--- src/rtl/crt_sync_generator.sv ---
`default_nettype none
// ============================================================================
//  Module      : crt_sync_generator
//  Description : VGA raster timing generator (640x480@60 by default). Runs on
//                the system Clock and treats every rising edge of the divided
//                PixelClock level as one pixel tick. Produces active-low
//                horizontal/vertical sync, a visible-area flag and the current
//                pixel coordinates, all aligned to the same Clock cycle.
//
//  Ports       : Clock      in   system clock, single clock domain
//                Reset      in   synchronous, active-high reset
//                PixelClock in   divided pixel clock level (Clock-synchronous)
//                HSync      out  horizontal sync, active low
//                VSync      out  vertical sync, active low
//                VideoOn    out  high while (PixelX, PixelY) is visible
//                PixelX     out  horizontal count, 0 .. line total - 1
//                PixelY     out  vertical count, 0 .. frame total - 1
//                FrameStart out  one-Clock pulse on the (last,last)->(0,0) move
//
//  Build macro : CRT_FRAME_PULSE_EN - when defined, FrameStart is generated;
//                otherwise FrameStart is tied low (port still present).
//
//  Revision    : 1.0 - initial release
// ============================================================================
module crt_sync_generator #(
    parameter int CounterSize = 10,
    parameter int HActive     = 640,
    parameter int HFront      = 16,
    parameter int HSyncW      = 96,
    parameter int HBack       = 48,
    parameter int VActive     = 480,
    parameter int VFront      = 10,
    parameter int VSyncW      = 2,
    parameter int VBack       = 33
) (
    input  logic                   Clock,
    input  logic                   Reset,
    input  logic                   PixelClock,
    output logic                   HSync,
    output logic                   VSync,
    output logic                   VideoOn,
    output logic [CounterSize-1:0] PixelX,
    output logic [CounterSize-1:0] PixelY,
    output logic                   FrameStart
);

    localparam logic [CounterSize-1:0] c_one        = CounterSize'(1);
    localparam logic [CounterSize-1:0] c_hLast      = CounterSize'(HActive + HFront + HSyncW + HBack - 1);
    localparam logic [CounterSize-1:0] c_vLast      = CounterSize'(VActive + VFront + VSyncW + VBack - 1);
    localparam logic [CounterSize-1:0] c_hActive    = CounterSize'(HActive);
    localparam logic [CounterSize-1:0] c_vActive    = CounterSize'(VActive);
    localparam logic [CounterSize-1:0] c_hSyncStart = CounterSize'(HActive + HFront);
    localparam logic [CounterSize-1:0] c_hSyncEnd   = CounterSize'(HActive + HFront + HSyncW - 1);
    localparam logic [CounterSize-1:0] c_vSyncStart = CounterSize'(VActive + VFront);
    localparam logic [CounterSize-1:0] c_vSyncEnd   = CounterSize'(VActive + VFront + VSyncW - 1);

    logic                   r_pixelClockQ;
    logic                   w_tick;
    logic                   w_hWrap;
    logic                   w_vWrap;
    logic [CounterSize-1:0] r_pixelX;
    logic [CounterSize-1:0] r_pixelY;
    logic [CounterSize-1:0] w_nextX;
    logic [CounterSize-1:0] w_nextY;
    logic                   r_hSync;
    logic                   r_vSync;
    logic                   r_videoOn;

    // One Clock cycle per PixelClock rising edge.
    assign w_tick = PixelClock & ~r_pixelClockQ;

    always_comb begin
        w_hWrap = (r_pixelX == c_hLast);
        w_vWrap = (r_pixelY == c_vLast);
        w_nextX = r_pixelX;
        w_nextY = r_pixelY;
        if (w_tick) begin
            if (w_hWrap) begin
                w_nextX = '0;
                w_nextY = w_vWrap ? '0 : (r_pixelY + c_one);
            end else begin
                w_nextX = r_pixelX + c_one;
            end
        end
    end

    // Decode is taken from the next counter values so sync/visible flags
    // line up with PixelX/PixelY in the same cycle.
    always_ff @(posedge Clock) begin
        if (Reset) begin
            // Q resets high: a PixelClock already high at release is not a tick.
            r_pixelClockQ <= 1'b1;
            r_pixelX      <= '0;
            r_pixelY      <= '0;
            r_hSync       <= 1'b1;
            r_vSync       <= 1'b1;
            r_videoOn     <= 1'b1;
        end else begin
            r_pixelClockQ <= PixelClock;
            r_pixelX      <= w_nextX;
            r_pixelY      <= w_nextY;
            r_hSync       <= !((w_nextX >= c_hSyncStart) && (w_nextX <= c_hSyncEnd));
            r_vSync       <= !((w_nextY >= c_vSyncStart) && (w_nextY <= c_vSyncEnd));
            r_videoOn     <= (w_nextX < c_hActive) && (w_nextY < c_vActive);
        end
    end

    assign PixelX  = r_pixelX;
    assign PixelY  = r_pixelY;
    assign HSync   = r_hSync;
    assign VSync   = r_vSync;
    assign VideoOn = r_videoOn;

`ifdef CRT_FRAME_PULSE_EN
    logic r_frameStart;

    always_ff @(posedge Clock) begin
        if (Reset) begin
            r_frameStart <= 1'b0;
        end else begin
            r_frameStart <= w_tick & w_hWrap & w_vWrap;
        end
    end

    assign FrameStart = r_frameStart;
`else
    assign FrameStart = 1'b0;
`endif

endmodule
`default_nettype wire

--- config.mk ---
export PLATFORM = sky130hd
export DESIGN_NAME = crt_sync_generator
export DESIGN_NICKNAME = d
export VERILOG_FILES = /design/src/rtl/crt_sync_generator.sv
export SDC_FILE = /design/constraint.sdc
export NUM_CORES = 1
export LEC_CHECK = 0
export CAP_MARGIN = 40
export CORE_MARGIN = 4
export CORE_UTILIZATION = 25
export DETAILED_ROUTE_END_ITERATION = 10
export MAX_ROUTING_LAYER = met4
export SETUP_SLACK_MARGIN = 0.1
export SKIP_LAST_GASP = 1
export SYNTH_ARGS = -nofsm -noshare
export SYNTH_HDL_FRONTEND = slang
export SYNTH_SLANG_ARGS = --single-unit
--- constraint.sdc ---
create_clock -name Clock -period 2 [get_ports Clock]
set_input_delay 0.5 -clock Clock [delete_from_list [all_inputs] [get_ports Clock]]
set_output_delay 0.5 -clock Clock [all_outputs]
set_load 0.02 [all_outputs]
Word-level counts from Yosys, hierarchy flattened. Cells that the tools add are included.

Bits in read-only memories: 0. Memories: 0. Memory bits (writable): 0. Output and inout bits: 24. Register bits: 24. Latch bits: 0.

Bitwise gates (word level): 2. Shifts and indexed selects: 0. Magnitude comparators: 6. Reductions and logical operators: 5. Equality and inequality tests: 2. Divide/modulo/power cells: 0. Multipliers: 0. Mux-type cells: 5. Add/sub/neg operators: 2.

Operators by type and width (number): 10-bit two-way mux (5); 10-bit by 1-bit adder with 10-bit output (second input constant) (2); 10-bit equality test (second input constant) (2); 10-bit >= comparator (second input constant) (1); 10-bit by 9-bit >= comparator with 1-bit output (second input constant) (1); 10-bit <= comparator (second input constant) (1); 10-bit by 9-bit <= comparator with 1-bit output (second input constant) (1); 10-bit < comparator (second input constant) (1); 10-bit by 9-bit < comparator with 1-bit output (second input constant) (1); 1-bit logical AND (3); 1-bit logical NOT (2); 1-bit AND (1); 1-bit NOT (1).

Longest topological paths before layout.
Word-level depth: 7. Depth in mapped cells: 8. Gate-level depth less buffers: 8.

Least setup slack after synthesis. OpenSTA, ideal clock, no wires.

Kind: reg2reg. Start: register r_pixelX[0] (netlist: PixelX[0]). End: register r_vSync (netlist: VSync). Cell stages (with the launch flop): 8. Slack: -0.068 ns. Data arrival time: 1.928 ns. Setup time: 0.139 ns. Required time: 1.861 ns. Buffers on the path: 0. Cell sequence: dfxtp_1 -> ha_1 -> nand4_4 -> nor4b_4 -> nand4_1 -> mux2_4 -> a211oi_2 -> o2111ai_1.

Cells in the longest elaborated chain, start to end: 6. Elaborated cells on any way between the ends: 7. Those cells by class: order compare (2); eq/ne (1); mux (2); reduce/logical (2).

RTL lines: start: declaration (RTL line 61) `logic [CounterSize-1:0] r_pixelX;`; start signal: assignment (RTL line 100) `r_pixelX <= w_nextX;`; 10-bit equality test * (RTL line 73) `w_hWrap = (r_pixelX == c_hLast);`; 10-bit two-way mux * (RTL line 78) `if (w_hWrap) begin`; 10-bit two-way mux * (RTL line 77) `if (w_tick) begin`; 10-bit by 9-bit >= comparator with 1-bit output / 10-bit by 9-bit <= comparator with 1-bit output (equally long branches) (RTL line 103) `r_vSync <= !((w_nextY >= c_vSyncStart) && (w_nextY <= c_vSyncEnd));`; 1-bit logical AND * (RTL line 103); 1-bit logical NOT * (RTL line 103); end signal: assignment (RTL line 103); end: declaration (RTL line 66) `logic r_vSync;`.

Mark *: on every way between the ends. The rest lies on a longest branch, timed or not. A chain may end at the register's enable or synchronous reset.

Worst setup path in the final report.
Start: register r_pixelY[0] (netlist: PixelY[0]). End: register r_vSync (netlist: VSync).

Cells in the longest elaborated chain, start to end: 7. Elaborated cells on any way between the ends: 9. Those cells by class: add/sub (1); order compare (2); eq/ne (1); mux (3); reduce/logical (2).

RTL lines: start: declaration (RTL line 62) `logic [CounterSize-1:0] r_pixelY;`; start signal: assignment (RTL line 101) `r_pixelY <= w_nextY;`; 10-bit by 1-bit adder with 10-bit output / 10-bit equality test (equally long branches) (RTL line 80, 74); 10-bit two-way mux (RTL line 80) `w_nextY = w_vWrap ? '0 : (r_pixelY + c_one);`; 10-bit two-way mux (RTL line 78); 10-bit two-way mux * (RTL line 77); 10-bit by 9-bit >= comparator with 1-bit output / 10-bit by 9-bit <= comparator with 1-bit output (equally long branches) (RTL line 103); 1-bit logical AND * (RTL line 103); 1-bit logical NOT * (RTL line 103).

Marked as above.

==> flow_metrics.py <==
metrics = {
    "status": {
        "status": "finished clean",
    },
    "die": {
        "die_w_um": 82.9,
        "die_area_sq_mm": 0.00688,
        "coreArea_sq_mm": 0.00547,
        "die_h_um": 82.9,
        "io_pins": 27,
        "num_rows": 27,
        "initial_core_util_pct": 25.7,
    },
    "clocking": {
        "h-tree-depth": 1,
        "cts_buffers": 3,
        "clock-sinks": 24,
        "cts_setup_buffers": 0,
        "cts_tree": "done",
        "cts_buffer_depth": 2,
        "clockRootBuffer": "clkbuf_8",
        "clk_latency_ns": 0.27,
        "cts.reportedPaths.clkPinSlew_ns": 0.09,
        "hold_buffers": 0,
    },
    "timing": {
        "drv_slew": 0,
        "fin_setup_tns_ns": 0,
        "rsz0062_at_grt": "true",
        "skew_ns": 0.00664,
        "finalCritPeriodShare_pct": 93.8,
        "fin_ws_ns": 0.123,
        "fmaxAchievable_ghz": 0.533,
        "finalSetupViolations": 0,
        "min_period_ns": 1.88,
        "finalHoldViolations": 0,
    },
    "cells_and_area": {
        "layout_common_cells": "buf_4 (28), nor2_1 (23), dfxtp_1 (21), nand2_1 (16), clkdlybuf4s50_1 (13)",
        "final_cell_area_sq_mm": 0.00199,
        "drive_gt1_share_pct": 23.4,
        "nets": 221,
        "diodes": 0,
        "layout_commonest_cell": "buf_4",
        "multi_input_area_sq_um": 870,
        "regArea_sq_um": 489,
        "fill_cells": 572,
        "area_delta_synth_final_pct": 41.6,
    },
    "power": {
        "p_int_mw": 0.760,
        "total_power_mw": 0.948,
        "p_sw_share_pct": 19.7,
        "power.density_mw_per_mm2": 477,
        "seqPwrFrac_pct": 50.7,
        "clkPwrFrac_pct": 45.7,
        "comb_power_share_pct": 3.5,
        "power_switching_mw": 0.187,
        "p_leak_nw": 0.844,
        "ir_drop_mv": 0.187,
    },
    "yosys": {
        "synth-main-ff-cell": "dfxtp_1",
        "syn_area_sq_mm": 0.00140,
        "synth.largest_area_cell": "dfxtp_1",
        "syn-num-nets": 173,
        "synth_cell_types": 49,
        "seq_area_frac_synth_pct": 34.2,
        "netlist.area_leader.share_pct": 34.2,
        "synth-simple-area-share_pct": 35.1,
        "synth_top_family_by_area": "simple AND/OR/NAND/NOR gates",
        "syn_area_per_cell_sq_um": 8.41,
        "syn_inst": 167,
        "synthAdderAreaFrac_pct": 2.67,
        "yosys_warnings": 0,
        "synth_edf_count": 0,
        "postSynth.asyncResetShare_pct": 0,
        "ys_top_cells_by_area": "dfxtp_1 (34%), xor2_1 (6.2%), nor2_1 (6.1%)",
        "synth_compound_area_share_pct": 13.7,
        "synth-xor-area-share_pct": 7.49,
        "synth-seq-cells": 24,
        "synth.mux.area_fraction_pct": 1.07,
    },
    "detailed_routing": {
        "drt-total-wl_um": 3550,
        "vias_per_cell": 4.71,
        "via_count": 1347,
        "drc": 0,
        "drtAntennaViolNets": 0,
        "dr.pass1.iters": 4,
        "wire_per_inst_um": 12.4,
        "drt_iter0_drc": 83,
    },
    "hold_path": {
        "hp-class": "reg -> reg",
    },
    "grt": {
        "grt.total_usage_pct": 11.1,
        "busiest_layer": "met2",
        "grt_max_degree": 19,
        "met1_usage_pct": 15.1,
        "grt_pass1_wl_um": 6210,
        "antenna_found_initial": 0,
        "grt_pass1_vias": 1296,
        "overflow": 0,
        "use_met2_pct": 16.8,
        "use_met3_pct": 1.19,
    },
    "critical_path": {
        "cp_top_family": "simple AND/OR/NAND/NOR gates",
        "critPathBufInv": 1,
        "critPathMaxStageDelay_ns": 0.39,
        "critical_path_arrival_ns": 2.03,
        "path_class": "reg -> reg",
        "cp_max_fo": 4,
        "cp-start-kind": "flop",
        "slowest_stage": "or3b_4",
        "cp.required_ns": 2.15,
        "path_cells": "inv_2 > ha_1 > or3b_4 > nor4_4 > nor2_1 > mux2_4 > a211oi_2 > o2111ai_1",
        "cp-end-kind": "flop",
    },
    "placement": {
        "dp_hpwl_um": 2780,
        "place_area_sq_mm": 0.00189,
        "port_buffers": 25,
        "dp_slack_ns": -0.310,
        "place.gp.congestion": 0.833,
    },
    "job": {
        "cap_violations": 0,
    },
}
-- cell usage after synthesis (2+ instances only) --
master,instances
dfxtp_1,24
nor2_1,23
nand2_1,16
a21oi_1,10
xor2_1,10
nand3_1,9
nor3_1,6
nand3b_1,5
nand4_1,4
o21ai_0,4
buf_2,3
ha_1,3
inv_1,3
nand4b_1,3
a31oi_1,2
and3_1,2
buf_4,2
buf_6,2
clkbuf_1,2
nor2b_1,2
o31ai_1,2
or3_1,2
xnor2_1,2
-- timing repair --
item                                    in CTS  in global routing
endpoints found under the setup margin      11                  5
gates cloned                                 0                  0
pin swaps                                    3                  2
resized for setup                           14                  7
-- state kept, by name, indices dropped and copies added, names as in the netlist --
register / flops
VSync: 1
r_pixelClockQ: 1
PixelX: 10
PixelY: 10
HSync: 1
VideoOn: 1
-- logic make-up after synthesis --
family | after synthesis
adders and majority gates | 3
DFF | 24
buffers and inverters | 13
and+or+nand+nor | 85
other | 1
xor gates and xnor gates | 12
muxes | 1
AOI/OAI and AO/OA | 28
-- per-layer routing --
layer | part of all wire, % | up-vias
met5 | 0 | -
met4 | 1.7 | 0
met3 | 2.5 | 5
met2 | 46 | 33
met1 | 50 | 623
li1 | - | 686
-- per-stage QoR --
step           hold slack [ns]  utilization [%]  cells
3_3_place_gp             0.484             34.6    282
2_1_floorplan            0.510                -    167
3_5_place_dp             0.490             34.6    282
5_1_grt                  0.548             36.3    286
4_1_cts                  0.521             36.1    286
6_report                 0.519             36.3    286
-- final cells by class --
| cell class | instances | area share, % |
|---|---|---|
| Multi-Input combinational cell | 130 | 43.7 |
| Sequential cell | 24 | 24.6 |
| Timing Repair Buffer | 53 | 23.0 |
| Tap cell | 72 | 4.53 |
| Clock buffer | 3 | 2.08 |
| Clock inverter | 1 | 1.51 |
| Inverter | 3 | 0.566 |
-- power groups by stage --
stage | logic, mW | registers (mW) | clock network (mW)
2_1_floorplan | 0.0183 | 0.495 | 0
3_3_place_gp | 0.0342 | 0.494 | 0
3_5_place_dp | 0.0339 | 0.494 | 0
4_1_cts | 0.0337 | 0.482 | 0.444
5_1_grt | 0.0372 | 0.482 | 0.467
6_report | 0.0334 | 0.481 | 0.433
-- tightest hold or removal path: stages, from the launching register on --
cell and delay (ns):
dfxtp_4 0.38, nand2_1 0.06, a21oi_1 0.05
-- final timing paths --
path	from	end	slack [ns]	cells after the start
worst max register to register	PixelY[0]$_SDFF_PP0_	VSync$_SDFF_PP1_	0.12	8
worst min-delay path	PixelX[0]$_SDFF_PP0_	PixelX[0]$_SDFF_PP0_	0.52	2
worst min register to register	PixelX[0]$_SDFF_PP0_	PixelX[0]$_SDFF_PP0_	0.52	2
worst max-delay path	PixelY[0]$_SDFF_PP0_	VSync$_SDFF_PP1_	0.12	8
(Power assumes the default switching activity.)
